### src/rtl/if_id_queue_if.sv
// Fetch-to-decode handshake bundle: fetch-side push port, decode-side pop port, flush and
// occupancy.
interface if_id_queue_if #(
  parameter int unsigned PC_WIDTH    = 64,
  parameter int unsigned INSTR_WIDTH = 32,
  parameter int unsigned CNT_WIDTH   = 2
);
  logic                   in_valid;
  logic                   in_ready;
  logic [PC_WIDTH-1:0]    in_pc;
  logic [INSTR_WIDTH-1:0] in_instr;
  logic                   out_valid;
  logic                   out_ready;
  logic [PC_WIDTH-1:0]    out_pc;
  logic [INSTR_WIDTH-1:0] out_instr;
  logic                   flush;
  logic [CNT_WIDTH-1:0]   count;

  modport master (
    output in_valid, in_pc, in_instr, out_ready, flush,
    input  in_ready, out_valid, out_pc, out_instr, count
  );

  modport slave (
    input  in_valid, in_pc, in_instr, out_ready, flush,
    output in_ready, out_valid, out_pc, out_instr, count
  );
endinterface

### src/rtl/if_id_queue.sv
// In-order fetch-to-decode queue of pc/instr pairs with valid/ready on both sides and a
// synchronous flush for branch redirects.
module if_id_queue #(
  parameter int unsigned PC_WIDTH    = 64,
  parameter int unsigned INSTR_WIDTH = 32,
  parameter int unsigned DEPTH       = 2,
  parameter int unsigned CNT_WIDTH   = 2
) (
  input logic         clk,
  input logic         reset,
  if_id_queue_if.slave bus
);
  localparam int unsigned PtrW = (DEPTH > 1) ? $clog2(DEPTH) : 1;

  logic [PC_WIDTH-1:0]    pc_mem_q    [DEPTH];
  logic [INSTR_WIDTH-1:0] instr_mem_q [DEPTH];
  logic [PtrW-1:0]        wr_ptr_q, wr_ptr_d;
  logic [PtrW-1:0]        rd_ptr_q, rd_ptr_d;
  logic [CNT_WIDTH-1:0]   count_q, count_d;

  logic                   in_ready;
  logic                   out_valid;
  logic                   push;
  logic                   pop;
  logic                   we;
  logic [PC_WIDTH-1:0]    out_pc;
  logic [INSTR_WIDTH-1:0] out_instr;

  // Ready depends only on registered occupancy, so a pop never frees a slot in the same cycle.
  always_comb begin
    in_ready  = (count_q < CNT_WIDTH'(DEPTH));
    out_valid = (count_q != '0);
    push      = bus.in_valid & in_ready;
    pop       = out_valid & bus.out_ready;
    out_pc    = out_valid ? pc_mem_q[rd_ptr_q]    : '0;
    out_instr = out_valid ? instr_mem_q[rd_ptr_q] : '0;
  end

  always_comb begin
    wr_ptr_d = wr_ptr_q;
    rd_ptr_d = rd_ptr_q;
    count_d  = count_q;
    we       = 1'b0;
    if (bus.flush) begin
      wr_ptr_d = '0;
      rd_ptr_d = '0;
      count_d  = '0;
    end else begin
      if (push) begin
        we       = 1'b1;
        wr_ptr_d = wr_ptr_q + PtrW'(1);
      end
      if (pop) begin
        rd_ptr_d = rd_ptr_q + PtrW'(1);
      end
      if (push && !pop) begin
        count_d = count_q + CNT_WIDTH'(1);
      end else if (pop && !push) begin
        count_d = count_q - CNT_WIDTH'(1);
      end
    end
  end

  always_ff @(posedge clk or negedge reset) begin
    if (!reset) begin
      wr_ptr_q <= '0;
      rd_ptr_q <= '0;
      count_q  <= '0;
      for (int i = 0; i < int'(DEPTH); i++) begin
        pc_mem_q[i]    <= '0;
        instr_mem_q[i] <= '0;
      end
    end else begin
      wr_ptr_q <= wr_ptr_d;
      rd_ptr_q <= rd_ptr_d;
      count_q  <= count_d;
      if (we) begin
        pc_mem_q[wr_ptr_q]    <= bus.in_pc;
        instr_mem_q[wr_ptr_q] <= bus.in_instr;
      end
    end
  end

  assign bus.in_ready  = in_ready;
  assign bus.out_valid = out_valid;
  assign bus.out_pc    = out_pc;
  assign bus.out_instr = out_instr;
  assign bus.count     = count_q;
endmodule

### src/flat_wrapper.sv
// flat-port wrapper written by rule: the top's interface ports become plain ports
module if_id_queue_flat 
#(
  parameter int unsigned PC_WIDTH    = 64,
  parameter int unsigned INSTR_WIDTH = 32,
  parameter int unsigned DEPTH       = 2,
  parameter int unsigned CNT_WIDTH   = 2
)
  (clk, reset, bus_in_valid, bus_in_pc, bus_in_instr, bus_out_ready, bus_flush, bus_in_ready, bus_out_valid, bus_out_pc, bus_out_instr, bus_count);
  if_id_queue_if #(.PC_WIDTH(PC_WIDTH), .INSTR_WIDTH(INSTR_WIDTH), .CNT_WIDTH(CNT_WIDTH)) bus_i ();
  input logic clk;
  input logic reset;
  input wire logic [$bits(bus_i.in_valid)-1:0] bus_in_valid;
  input wire logic [$bits(bus_i.in_pc)-1:0] bus_in_pc;
  input wire logic [$bits(bus_i.in_instr)-1:0] bus_in_instr;
  input wire logic [$bits(bus_i.out_ready)-1:0] bus_out_ready;
  input wire logic [$bits(bus_i.flush)-1:0] bus_flush;
  output wire logic [$bits(bus_i.in_ready)-1:0] bus_in_ready;
  output wire logic [$bits(bus_i.out_valid)-1:0] bus_out_valid;
  output wire logic [$bits(bus_i.out_pc)-1:0] bus_out_pc;
  output wire logic [$bits(bus_i.out_instr)-1:0] bus_out_instr;
  output wire logic [$bits(bus_i.count)-1:0] bus_count;
  assign bus_i.in_valid = bus_in_valid;
  assign bus_i.in_pc = bus_in_pc;
  assign bus_i.in_instr = bus_in_instr;
  assign bus_i.out_ready = bus_out_ready;
  assign bus_i.flush = bus_flush;
  assign bus_in_ready = bus_i.in_ready;
  assign bus_out_valid = bus_i.out_valid;
  assign bus_out_pc = bus_i.out_pc;
  assign bus_out_instr = bus_i.out_instr;
  assign bus_count = bus_i.count;
  if_id_queue #(.PC_WIDTH(PC_WIDTH), .INSTR_WIDTH(INSTR_WIDTH), .DEPTH(DEPTH), .CNT_WIDTH(CNT_WIDTH)) u_core (.clk(clk), .reset(reset), .bus(bus_i));
endmodule
### config.mk
export PLATFORM = sky130hd
export DESIGN_NAME = if_id_queue_flat
export DESIGN_NICKNAME = d
export VERILOG_FILES = /design/src/rtl/if_id_queue_if.sv /design/src/rtl/if_id_queue.sv /design/src/flat_wrapper.sv
export SDC_FILE = /design/constraint.sdc
export NUM_CORES = 1
export LEC_CHECK = 0
export CELL_PAD_IN_SITES_DETAIL_PLACEMENT = 1
export CELL_PAD_IN_SITES_GLOBAL_PLACEMENT = 2
export CORE_MARGIN = 2
export CORE_UTILIZATION = 37
export DETAILED_ROUTE_END_ITERATION = 8
export GPL_TIMING_DRIVEN = 1
export HOLD_SLACK_MARGIN = 0.06
export PLACE_DENSITY_LB_ADDON = 0.1
export SKIP_LAST_GASP = 1
export SLEW_MARGIN = 30
export SYNTH_ARGS = -nofsm -noshare
export SYNTH_HDL_FRONTEND = slang
export SYNTH_SLANG_ARGS = --single-unit
### constraint.sdc
create_clock -name clk -period 2.85 [get_ports clk]
set_clock_uncertainty 0.2 [all_clocks]
set_input_delay 0.57 -clock clk [delete_from_list [all_inputs] [get_ports clk]]
set_output_delay 0.57 -clock clk [all_outputs]
set_load 0.005 [all_outputs]
==> impl_metrics.ini <==
[job]
drv_cap = 0

[placement]
dp_cells = 1138
dp_hpwl_mm = 14.8
gp_congestion = 0.805
portBuffers = 200

[power_and_ir_drop]
p_sw_frac = 0.269
powerDensity_mw_per_mm2 = 684
p_sw_mw = 2.21
irDropWorstVdd_mv = 0.351
p_int_mw = 6.00
combPwrFrac = 0.235
pwr-share-seq = 0.482
power.leakage_nw = 5.19
pwr-share-clk = 0.283

[sta]
slew_headroom = 0.614
final_max_slew_viol_count = 0
post-route-period-util = 0.992
finalSetupViolCount = 0
fmax_mhz = 354
hold_viol_final = 0
worst_slew_pin_slew_ns = 0.579
fin_crit_ns = 2.83
grt_setup_unrepaired = yes

[floorplan]
fp.dieW_um = 158
rows = 56
dieArea_sq_mm = 0.0249
ios = 201
die_h_um = 158
coreArea_sq_mm = 0.0233
initial_utilization = 0.375

[cells_and_area]
antenna_cells = 0
drive_gt1_frac = 0.253
final_nets = 944
final_cells = 1174
post-route-util = 0.514
syn2layout_area_growth_pct = 37.1

[yosys]
synth_nets = 742
synth_area_sq_mm = 0.00875
ys_types = 20
ys_warn_count = 0
synth-seq-cells = 196
yosysTopAreaCellShare = 0.561
postSynthCellCount = 641
seq_area_frac_synth = 0.561
synth_area_leaders = dfrtp_1, mux2_2, mux2i_1, mux2_1, nor2_1
syn_area_per_cell_sq_um = 13.6
synth_top_area_cell = dfrtp_1

[route]
firstDrtPassIters = 4
ant_nets = 0
drcViolationCount = 0
vias = 5695
drt-vias-per-instance = 4.85
first_iter_violations = 169
post_drt_wl_per_cell_um = 18.8
finalWirelength_mm = 22.1

[setup_path]
arrival_ns = 2.06
critPathRequiredTime_ns = 2.08
critPathMaxFanout = 16
endpoint_kind = primary output
path_class = flop to primary output
worstSetupStartpointType = flop

[clocking]
clkTransAtPathRegs_ns = 0.07
htree_levels = 4
cts_inserted_buffers = 17
cts_root_buf = clkbuf_16
clkSinkCount = 196
cts_tree = built
cts_max_path_buffers = 2
clkLatencyLatePin_ns = 0.43

[outcome]
status = complete, no violations

[grt]
antenna_found_initial = 0
grt_max_degree = 74
grt_pass1_wl_mm = 35.0
grt-ovfl-total = 0
grt_pass1_vias = 6568
global_route.usage.total = 0.183

[worst_hold_path]
hp-class = flop to flop
-- layout make-up --
cell class	count	area [sq um]
clock buffer	18	439
clock inverter	13	123
fill	2355	11300
inverter	2	7.51
multi-input combinational	401	3620
sequential	196	4910
tap	319	399
timing repair buffer	225	2490
-- cells in the final DEF (no fill, tap or decap), types with 4 or more instances in the layout --
cell type,Yosys,final
inv_6,0,4
mux2_2,153,153
dlymetal6s2s_1,0,25
dfrtp_1,196,194
buf_12,0,13
buf_4,6,7
nor2_1,99,97
clkbuf_16,0,19
clkinvlp_4,0,4
clkdlybuf4s50_1,0,166
mux2_1,40,40
mux2i_1,96,96
dlygate4sd2_1,0,8
-- power by group through the flow --
stage	sequential [mW]	combinational (mW)	clock, mW
global placement	3.94	1.88	0
detailed placement	4.02	1.96	0
floorplan	3.87	1.17	0
global route	4.07	2.13	2.51
finish	3.96	1.93	2.32
CTS	3.96	1.98	2.41
-- cell usage after synthesis, drive strengths merged --
cell type and instances:
nand2b 2, clkbuf 9, mux2i 96, nor2 99, xor2 2, dfrtp 196
a21oi 2, nor3 1, o21ai 2, buf 33, nand2 1, inv 2
mux2 193, nor2b 2, nor3b 1
-- registers in the layout, indices dropped and copies added, names as in the netlist --
register	flops
u_core.pc_mem_q	128
u_core.instr_mem_q	64
u_core.wr_ptr_q	1
u_core.rd_ptr_q	1
u_core.bus.count	2
-- per-layer routing --
layer,routed length [um],vias to the layer above,global-route usage
li1,-,2617,-
met3,1300,20,0.0506
met5,0,-,0
met1,9090,2933,0.215
met2,11400,125,0.323
met4,323,0,0.0571
-- final timing paths --
| check | startpoint | cells after the start | slack (ns) | to |
|---|---|---|---|---|
| setup / recovery | u_core.rd_ptr_q | 4 | 0.02 | bus_out_pc[6] |
| hold / removal | u_core.pc_mem_q[37] | 1 | 0.29 | u_core.pc_mem_q[37] |
| setup reg to reg | u_core.bus.count[1] | 5 | 0.76 | u_core.instr_mem_q[4] |
| hold reg to reg | u_core.pc_mem_q[37] | 1 | 0.29 | u_core.pc_mem_q[37] |
| max in group asynchronous | reset | 3 | 1.27 | u_core.pc_mem_q[59] |
| min in group asynchronous | reset | 2 | 0.51 | u_core.pc_mem_q[94] |
-- kinds of logic after synthesis --
logic type | count (synthesis) | share of synthesized area
mux | 289 | 0.358
simple gates | 106 | 0.0492
flops | 196 | 0.561
compound gates | 4 | 0.00229
buf+inv | 44 | 0.0277
xor+xnor | 2 | 0.00200
-- per-stage QoR --
stage / hold WS [ns] / TNS [ns] / cell area (sq um) / worst slack (ns) / power [mW]
2_1_floorplan: 0.0744 / 0 / 8750 / 0.708 / 5.04
3_3_place_gp: 0.266 / 0 / 11300 / 0.252 / 5.81
3_5_place_dp: 0.278 / 0 / 11300 / 0.187 / 5.98
4_1_cts: 0.293 / -0.198 / 11900 / -0.0421 / 8.35
5_1_grt: 0.307 / -0.241 / 12000 / -0.0427 / 8.71
6_report: 0.290 / 0 / 12000 / 0.0224 / 8.21
-- worst max-delay path, stage by stage (launching register included) --
cell             delay [ns]
dfrtp_4                0.57
buf_16                 0.20
mux2i_1                0.13
nor2_1                 0.17
clkdlybuf4s50_1        0.54
-- repair_timing --
action | in CTS | in global routing
gates cloned | 1 | 1
pin swaps | 2 | 1
gates resized for setup | 9 | 28
buffers inserted | 2 | 0
endpoints found under the hold margin | 64 | 0
setup endpoints to repair | 69 | 69
hold buffers | 1 | 0
Power figures use the tool's default switching activity.
